$ cat src/rtl/param_cpu.sv
// -----------------------------------------------------------------------------
// param_cpu -- small parameterised accumulator CPU with a loadable
// instruction memory.
//
// Operation: en=1 moves IDLE->LOAD. In LOAD, instruction words arrive on
// codein/we_IM and fill the instruction memory from address 0 upward. start
// launches execution at pc=0. Each instruction takes two cycles (FETCH
// registers IM[pc], EXEC updates the registers and pc). Opcode F parks the
// core in HALT until en drops or rst is asserted.
//
// Parameters:
//   DATA_W  width of registers A/B and the ALU (>= 8)
//   IM_AW   instruction memory address width (2^IM_AW words of 16 bits)
//
// Ports:
//   clk        rising-edge clock
//   rst        asynchronous active-high reset
//   en         block enable; low returns to IDLE and clears pc/write pointer
//   we_IM      instruction-memory write strobe (honoured only in LOAD)
//   codein     instruction word to write
//   immd       reserved immediate bus (unused)
//   start      leave LOAD and begin executing at pc=0
//   za, zb     combinational A==0 / B==0
//   eq, gt, lt registered unsigned compare flags from the last CMP
//   pc         program counter
//   acc        register A
//   running    core is in FETCH or EXEC
//   halted     core is in HALT
//   load_full  every instruction-memory word has been written
//   cy         carry/borrow/shift-out flag (only with PARAM_CPU_CARRY_EN)
//
// Build option: define PARAM_CPU_CARRY_EN to add the cy output and its logic.
// -----------------------------------------------------------------------------
module param_cpu #(
  parameter int DATA_W = 8,
  parameter int IM_AW  = 4
) (
  input  logic              clk,
  input  logic              rst,
  input  logic              en,
  input  logic              we_IM,
  input  logic [15:0]       codein,
  input  logic [11:0]       immd,
  input  logic              start,
  output logic              za,
  output logic              zb,
  output logic              eq,
  output logic              gt,
  output logic              lt,
  output logic [IM_AW-1:0]  pc,
  output logic [DATA_W-1:0] acc,
  output logic              running,
  output logic              halted,
  output logic              load_full
`ifdef PARAM_CPU_CARRY_EN
  ,
  output logic              cy
`endif
);

  localparam int IM_DEPTH = 1 << IM_AW;

  localparam logic [IM_AW-1:0] PC_INC   = IM_AW'(1);
  localparam logic [IM_AW:0]   WPTR_INC = (IM_AW + 1)'(1);

  localparam logic [3:0] OP_LDA  = 4'h1;
  localparam logic [3:0] OP_LDB  = 4'h2;
  localparam logic [3:0] OP_ADD  = 4'h3;
  localparam logic [3:0] OP_SUB  = 4'h4;
  localparam logic [3:0] OP_AND  = 4'h5;
  localparam logic [3:0] OP_OR   = 4'h6;
  localparam logic [3:0] OP_XOR  = 4'h7;
  localparam logic [3:0] OP_CMP  = 4'h8;
  localparam logic [3:0] OP_JMP  = 4'h9;
  localparam logic [3:0] OP_JZ   = 4'hA;
  localparam logic [3:0] OP_SWAP = 4'hB;
  localparam logic [3:0] OP_SHL  = 4'hC;
  localparam logic [3:0] OP_SHR  = 4'hD;
  localparam logic [3:0] OP_HALT = 4'hF;

  typedef enum logic [2:0] {
    S_IDLE  = 3'd0,
    S_LOAD  = 3'd1,
    S_FETCH = 3'd2,
    S_EXEC  = 3'd3,
    S_HALT  = 3'd4
  } state_e;

  state_e              state_q, state_d;
  logic [IM_AW-1:0]    pc_q, pc_d;
  // One extra bit: the MSB set means the memory is full and further writes
  // are dropped instead of wrapping onto address 0.
  logic [IM_AW:0]      wptr_q, wptr_d;
  logic [DATA_W-1:0]   a_q, a_d;
  logic [DATA_W-1:0]   b_q, b_d;
  logic [15:0]         ir_q, ir_d;
  logic                eq_q, eq_d;
  logic                gt_q, gt_d;
  logic                lt_q, lt_d;
`ifdef PARAM_CPU_CARRY_EN
  logic                cy_q, cy_d;
`endif

  logic [15:0]         im_q [IM_DEPTH];
  logic                im_we_s;
  logic [3:0]          opcode_s;
  logic [DATA_W:0]     sum_s;
  logic [DATA_W:0]     diff_s;
  logic                unused_s;

  assign opcode_s = ir_q[15:12];
  // Extended add/sub: the extra MSB is the carry-out resp. borrow.
  assign sum_s    = {1'b0, a_q} + {1'b0, b_q};
  assign diff_s   = {1'b0, a_q} - {1'b0, b_q};
  // immd and the upper immediate nibble are intentionally not decoded.
  assign unused_s = ^{immd, ir_q[11:8], sum_s[DATA_W], diff_s[DATA_W]};

  // Next-state, datapath and memory-write decode.
  always_comb begin
    state_d = state_q;
    pc_d    = pc_q;
    wptr_d  = wptr_q;
    a_d     = a_q;
    b_d     = b_q;
    ir_d    = ir_q;
    eq_d    = eq_q;
    gt_d    = gt_q;
    lt_d    = lt_q;
    im_we_s = 1'b0;
`ifdef PARAM_CPU_CARRY_EN
    cy_d    = cy_q;
`endif

    if (!en) begin
      // Disable overrides everything; A, B, flags and memory are retained.
      state_d = S_IDLE;
      pc_d    = '0;
      wptr_d  = '0;
    end else begin
      case (state_q)
        S_IDLE: begin
          state_d = S_LOAD;
        end

        S_LOAD: begin
          if (we_IM && !wptr_q[IM_AW]) begin
            im_we_s = 1'b1;
            wptr_d  = wptr_q + WPTR_INC;
          end else begin
            im_we_s = 1'b0;
          end
          // A write in the same cycle as start still lands above.
          if (start) begin
            state_d = S_FETCH;
            pc_d    = '0;
          end else begin
            state_d = S_LOAD;
          end
        end

        S_FETCH: begin
          ir_d    = im_q[pc_q];
          state_d = S_EXEC;
        end

        S_EXEC: begin
          pc_d    = pc_q + PC_INC;
          state_d = S_FETCH;
          case (opcode_s)
            OP_LDA:  a_d = DATA_W'(ir_q[7:0]);
            OP_LDB:  b_d = DATA_W'(ir_q[7:0]);
            OP_ADD: begin
              a_d = sum_s[DATA_W-1:0];
`ifdef PARAM_CPU_CARRY_EN
              cy_d = sum_s[DATA_W];
`endif
            end
            OP_SUB: begin
              a_d = diff_s[DATA_W-1:0];
`ifdef PARAM_CPU_CARRY_EN
              cy_d = diff_s[DATA_W];
`endif
            end
            OP_AND:  a_d = a_q & b_q;
            OP_OR:   a_d = a_q | b_q;
            OP_XOR:  a_d = a_q ^ b_q;
            OP_CMP: begin
              eq_d = (a_q == b_q);
              gt_d = (a_q > b_q);
              lt_d = (a_q < b_q);
            end
            OP_JMP:  pc_d = ir_q[IM_AW-1:0];
            OP_JZ: begin
              if (a_q == '0) begin
                pc_d = ir_q[IM_AW-1:0];
              end else begin
                pc_d = pc_q + PC_INC;
              end
            end
            OP_SWAP: begin
              a_d = b_q;
              b_d = a_q;
            end
            OP_SHL: begin
              a_d = {a_q[DATA_W-2:0], 1'b0};
`ifdef PARAM_CPU_CARRY_EN
              cy_d = a_q[DATA_W-1];
`endif
            end
            OP_SHR: begin
              a_d = {1'b0, a_q[DATA_W-1:1]};
`ifdef PARAM_CPU_CARRY_EN
              cy_d = a_q[0];
`endif
            end
            OP_HALT: begin
              // pc stays on the HALT instruction.
              pc_d    = pc_q;
              state_d = S_HALT;
            end
            default: begin
              // NOP (0 and E): only pc advances.
              a_d = a_q;
            end
          endcase
        end

        S_HALT: begin
          state_d = S_HALT;
        end

        default: begin
          state_d = S_IDLE;
        end
      endcase
    end
  end

  // Architectural state registers with asynchronous reset.
  always_ff @(posedge clk or posedge rst) begin
    if (rst) begin
      state_q <= S_IDLE;
      pc_q    <= '0;
      wptr_q  <= '0;
      a_q     <= '0;
      b_q     <= '0;
      ir_q    <= '0;
      eq_q    <= 1'b0;
      gt_q    <= 1'b0;
      lt_q    <= 1'b0;
`ifdef PARAM_CPU_CARRY_EN
      cy_q    <= 1'b0;
`endif
    end else begin
      state_q <= state_d;
      pc_q    <= pc_d;
      wptr_q  <= wptr_d;
      a_q     <= a_d;
      b_q     <= b_d;
      ir_q    <= ir_d;
      eq_q    <= eq_d;
      gt_q    <= gt_d;
      lt_q    <= lt_d;
`ifdef PARAM_CPU_CARRY_EN
      cy_q    <= cy_d;
`endif
    end
  end

  // Instruction memory; deliberately not reset so programs survive rst.
  always_ff @(posedge clk) begin
    if (im_we_s) begin
      im_q[wptr_q[IM_AW-1:0]] <= codein;
    end
  end

  assign za        = (a_q == '0);
  assign zb        = (b_q == '0);
  assign eq        = eq_q;
  assign gt        = gt_q;
  assign lt        = lt_q;
  assign pc        = pc_q;
  assign acc       = a_q;
  assign running   = (state_q == S_FETCH) || (state_q == S_EXEC);
  assign halted    = (state_q == S_HALT);
  assign load_full = wptr_q[IM_AW];
`ifdef PARAM_CPU_CARRY_EN
  assign cy        = cy_q;
`endif

endmodule

$ cat config.mk
export PLATFORM = sky130hd
export DESIGN_NAME = param_cpu
export DESIGN_NICKNAME = d
export VERILOG_FILES = /design/src/rtl/param_cpu.sv
export SDC_FILE = /design/constraint.sdc
export NUM_CORES = 1
export LEC_CHECK = 0
export ABC_AREA = 1
export BUFFER_PORTS_ARGS = -buffer_cell sky130_fd_sc_hd__clkbuf_2
export CAP_MARGIN = 20
export CORE_MARGIN = 2
export CORE_UTILIZATION = 59
export DETAILED_ROUTE_END_ITERATION = 8
export GPL_ROUTABILITY_DRIVEN = 0
export PLACE_DENSITY = 0.88
export SYNTH_ARGS = -nofsm -noshare
export SYNTH_HDL_FRONTEND = slang
export SYNTH_SLANG_ARGS = --single-unit
$ cat constraint.sdc
create_clock -name clk -period 3.8 [get_ports clk]
set_clock_uncertainty 0.1 [all_clocks]
set_input_delay 0.38 -clock clk [delete_from_list [all_inputs] [get_ports clk]]
set_output_delay 0.38 -clock clk [all_outputs]
set_load 0.02 [all_outputs]
==> reports/metrics.cfg <==
[yosys]
yosysUniqueCellTypes=34
async_flop_share=0.183
synth_nets=1159
syn_area_per_cell_um2=10.1
ys_ff_latch=235
synth_warnings=0
yosysSeqAreaShare=0.622
synth_top_cell_by_area=edfxtp_1
syn_inst=1094
synth_top_area_share=0.524
synth_edf_count=192
yosys-top-cells-area=edfxtp_1 (52%), dfrtp_1 (9.8%), nor2_1 (6.7%)
netlist_area_mm2=0.0110
synth_flop_cell=edfxtp_1

[sta]
rsz0062_at_grt=false
worst_slack_ns=1.17
timing.fmax_mhz=380
worst_pin_slew_ns=1.02
slew_headroom=0.318
report.final.setup_viol=0
setup_tns_ns=0
finalCritPeriodShare=0.692
slew_viol_final=0
min_period_ns=2.63
finalHoldViolCount=0

[finish]
num_antenna_cells=0
fin_area_mm2=0.0122
areaGrowthSynthToFinish_pct=10.8
fillerInstances=1278
nets=1196
drive_gt1_frac=0.0976

[global_route]
antenna_found_initial=0
grt_util_all_layers=0.261
grt_overflow=0
grt_pass1_vias=8033
grt_max_degree=70
grt_pass1_wl_um=41000

[drt]
ant_nets=0
drc=0
wl_um=25800
dr_total_vias=8364
wl_per_cell_um=18.7
viasPerCell=6.07
first_pass_iters=6
dr.first_iter.drc_count=945

[worst_setup_path]
r2r-start=state_q[2]$_DFF_PP0_
critPathKind=reg -> reg
required_ns=3.92
cp.arrival_ns=2.75
rr_endpoint=im_q[15][5]$_DFFE_PP_
cp-start-kind=flop
cp_max_fo=7
reg2reg_depth=8
cp-end-kind=flop
reg2reg_slack_ns=1.17

[die]
initial_core_util=0.606
core_mm2=0.0181
fp-row-count=49
die_y_um=141
die-area_mm2=0.0198
floorplan.die.width_um=141
boundaryPins=53

[worst_hold_path]
hold_path_depth=3
min_to=state_q[1]$_DFF_PP0_
hp-class=in -> reg
hold_start=start

[clock_network]
path_clk_slew_ns=0.06
cts.root.buffer_cell=clkbuf_16
cts.sinks=235
postCtsSetupRepairBufs=0
cts_tree=yes
worstSkewPairLatency_ns=0.51
clk_path_buf_depth=3
numCtsBuffers=23
htreeDepth=1

[pwr]
cellPowerDensity_mw_per_mm2=560
power_leakage_nw=4.75
power_mw=6.83
peakVddDrop_uv=496

[placed_design]
placedInstanceArea_mm2=0.0114
dpl_worst_slack_ns=1.31
io_buffers=36
post-dp-hpwl_um=16300

[flow_run]
cap_violations=0

[status]
outcome=complete, no violations

==> timing repair <==
item | 4_1_cts | 5_1_grt
hold buffers | 1 | 0
gates resized for setup | 0 | 0
hold endpoints to repair | 43 | 0
==> layer usage <==
layer,share of wire,vias to the layer above,routed length [um],track usage
met3,0.10,89,2680,0.0503
met4,0.039,0,1000,0.0974
li1,-,3853,-,-
met1,0.39,3929,9990,0.348
met2,0.47,493,12100,0.433
met5,0,-,0,0
==> per-stage QoR <==
| step | hold slack [ns] | instances | utilization |
|---|---|---|---|
| after floorplan | 0.378 | 1094 | - |
| after global placement | 0.364 | 1334 | 0.629 |
| after detailed placement | 0.367 | 1334 | 0.629 |
| after CTS | 0.0225 | 1377 | 0.671 |
| after global routing | 0.0733 | 1377 | 0.671 |
| final | 0.0319 | 1377 | 0.671 |
==> synthesized netlist by cell type (7+ instances only) <==
cell type  instances
ha_1              30
dfrtp_1           43
nand4_1           14
o211ai_1          25
nand2_1          181
o22ai_1           27
o21ai_0          137
clkbuf_1          12
buf_2             29
nor3_1             7
nand3_1           49
edfxtp_1         192
inv_1             83
nor2_1           195
a21oi_1           32
==> placed cells by master, fill, tap and decap left out, drive strengths merged <==
cell / instances
clkinv: 8
dlygate4sd3: 1
inv: 86
bufinv: 3
a31oi: 1
o21ai: 143
o211ai: 25
and2: 1
edfxtp: 192
or2: 4
nand4: 14
nand3: 50
o21a: 1
xnor2: 2
o221ai: 1
nand2: 186
ha: 30
a21oi: 32
nor2: 199
nor3: 7
buf: 21
fa: 2
dfrtp: 43
o22ai: 27
clkbuf: 65
a22oi: 3
and3: 1
==> layout make-up <==
type,instances,area (um^2),area share
Sequential cell,235,6840,0.562
Multi-Input combinational cell,729,3630,0.298
Clock buffer,29,598,0.0491
Timing Repair Buffer,58,360,0.0296
Inverter,84,315,0.0259
Tap cell,229,287,0.0235
Clock inverter,13,153,0.0125
==> worst max path at each step <==
stage	startpoint	to	slack, ns	cells past startpoint
6_report	state_q[2]$_DFF_PP0_	im_q[15][5]$_DFFE_PP_	1.17	8
2_1_floorplan	state_q[2]$_DFF_PP0_	im_q[2][0]$_DFFE_PP_	1.35	7
3_3_place_gp	state_q[2]$_DFF_PP0_	im_q[10][1]$_DFFE_PP_	1.37	8
4_1_cts	state_q[0]$_DFF_PP0_	im_q[12][5]$_DFFE_PP_	1.23	9
3_5_place_dp	state_q[2]$_DFF_PP0_	im_q[12][3]$_DFFE_PP_	1.31	8
5_1_grt	pc[0]$_DFFE_PP0P_	ir_q[0]$_DFFE_PP0P_	1.05	7
==> power by group <==
part           leakage (nW)  switching (mW)  internal, mW
combinational          2.11            1.04         0.471
sequential             2.27           0.161          2.90
clock                 0.367           0.932          1.33
total                  4.75            2.13          4.70
==> worst max-delay path, stage by stage (launching register included) <==
cell,delay (ns)
dfrtp_1,0.44
nor2_4,0.15
inv_1,0.07
nor2_2,0.14
nand3_2,0.16
inv_1,0.18
nand2_2,0.15
nor2_1,0.63
buf_4,0.30
==> kinds of logic (layout without fill, tap and decap cells) <==
group                      after synthesis  count (layout)  synth area share
AOI/OAI and AO/OA                      233             233             0.116
xor gates and xnor gates                 2               2           0.00159
adders and majority gates               32              32            0.0378
buffers and inverters                  130             184            0.0501
DFF                                    235             235             0.622
and+or+nand+nor                        462             462             0.172
==> registers in the layout (all words and copies together), names as in the netlist <==
register  cells
state_q       3
gt            1
lt            1
eq            1
im_q        192
ir_q         12
b_q           8
acc           8
wptr_q        5
pc            4
(Power assumes the default switching activity.)
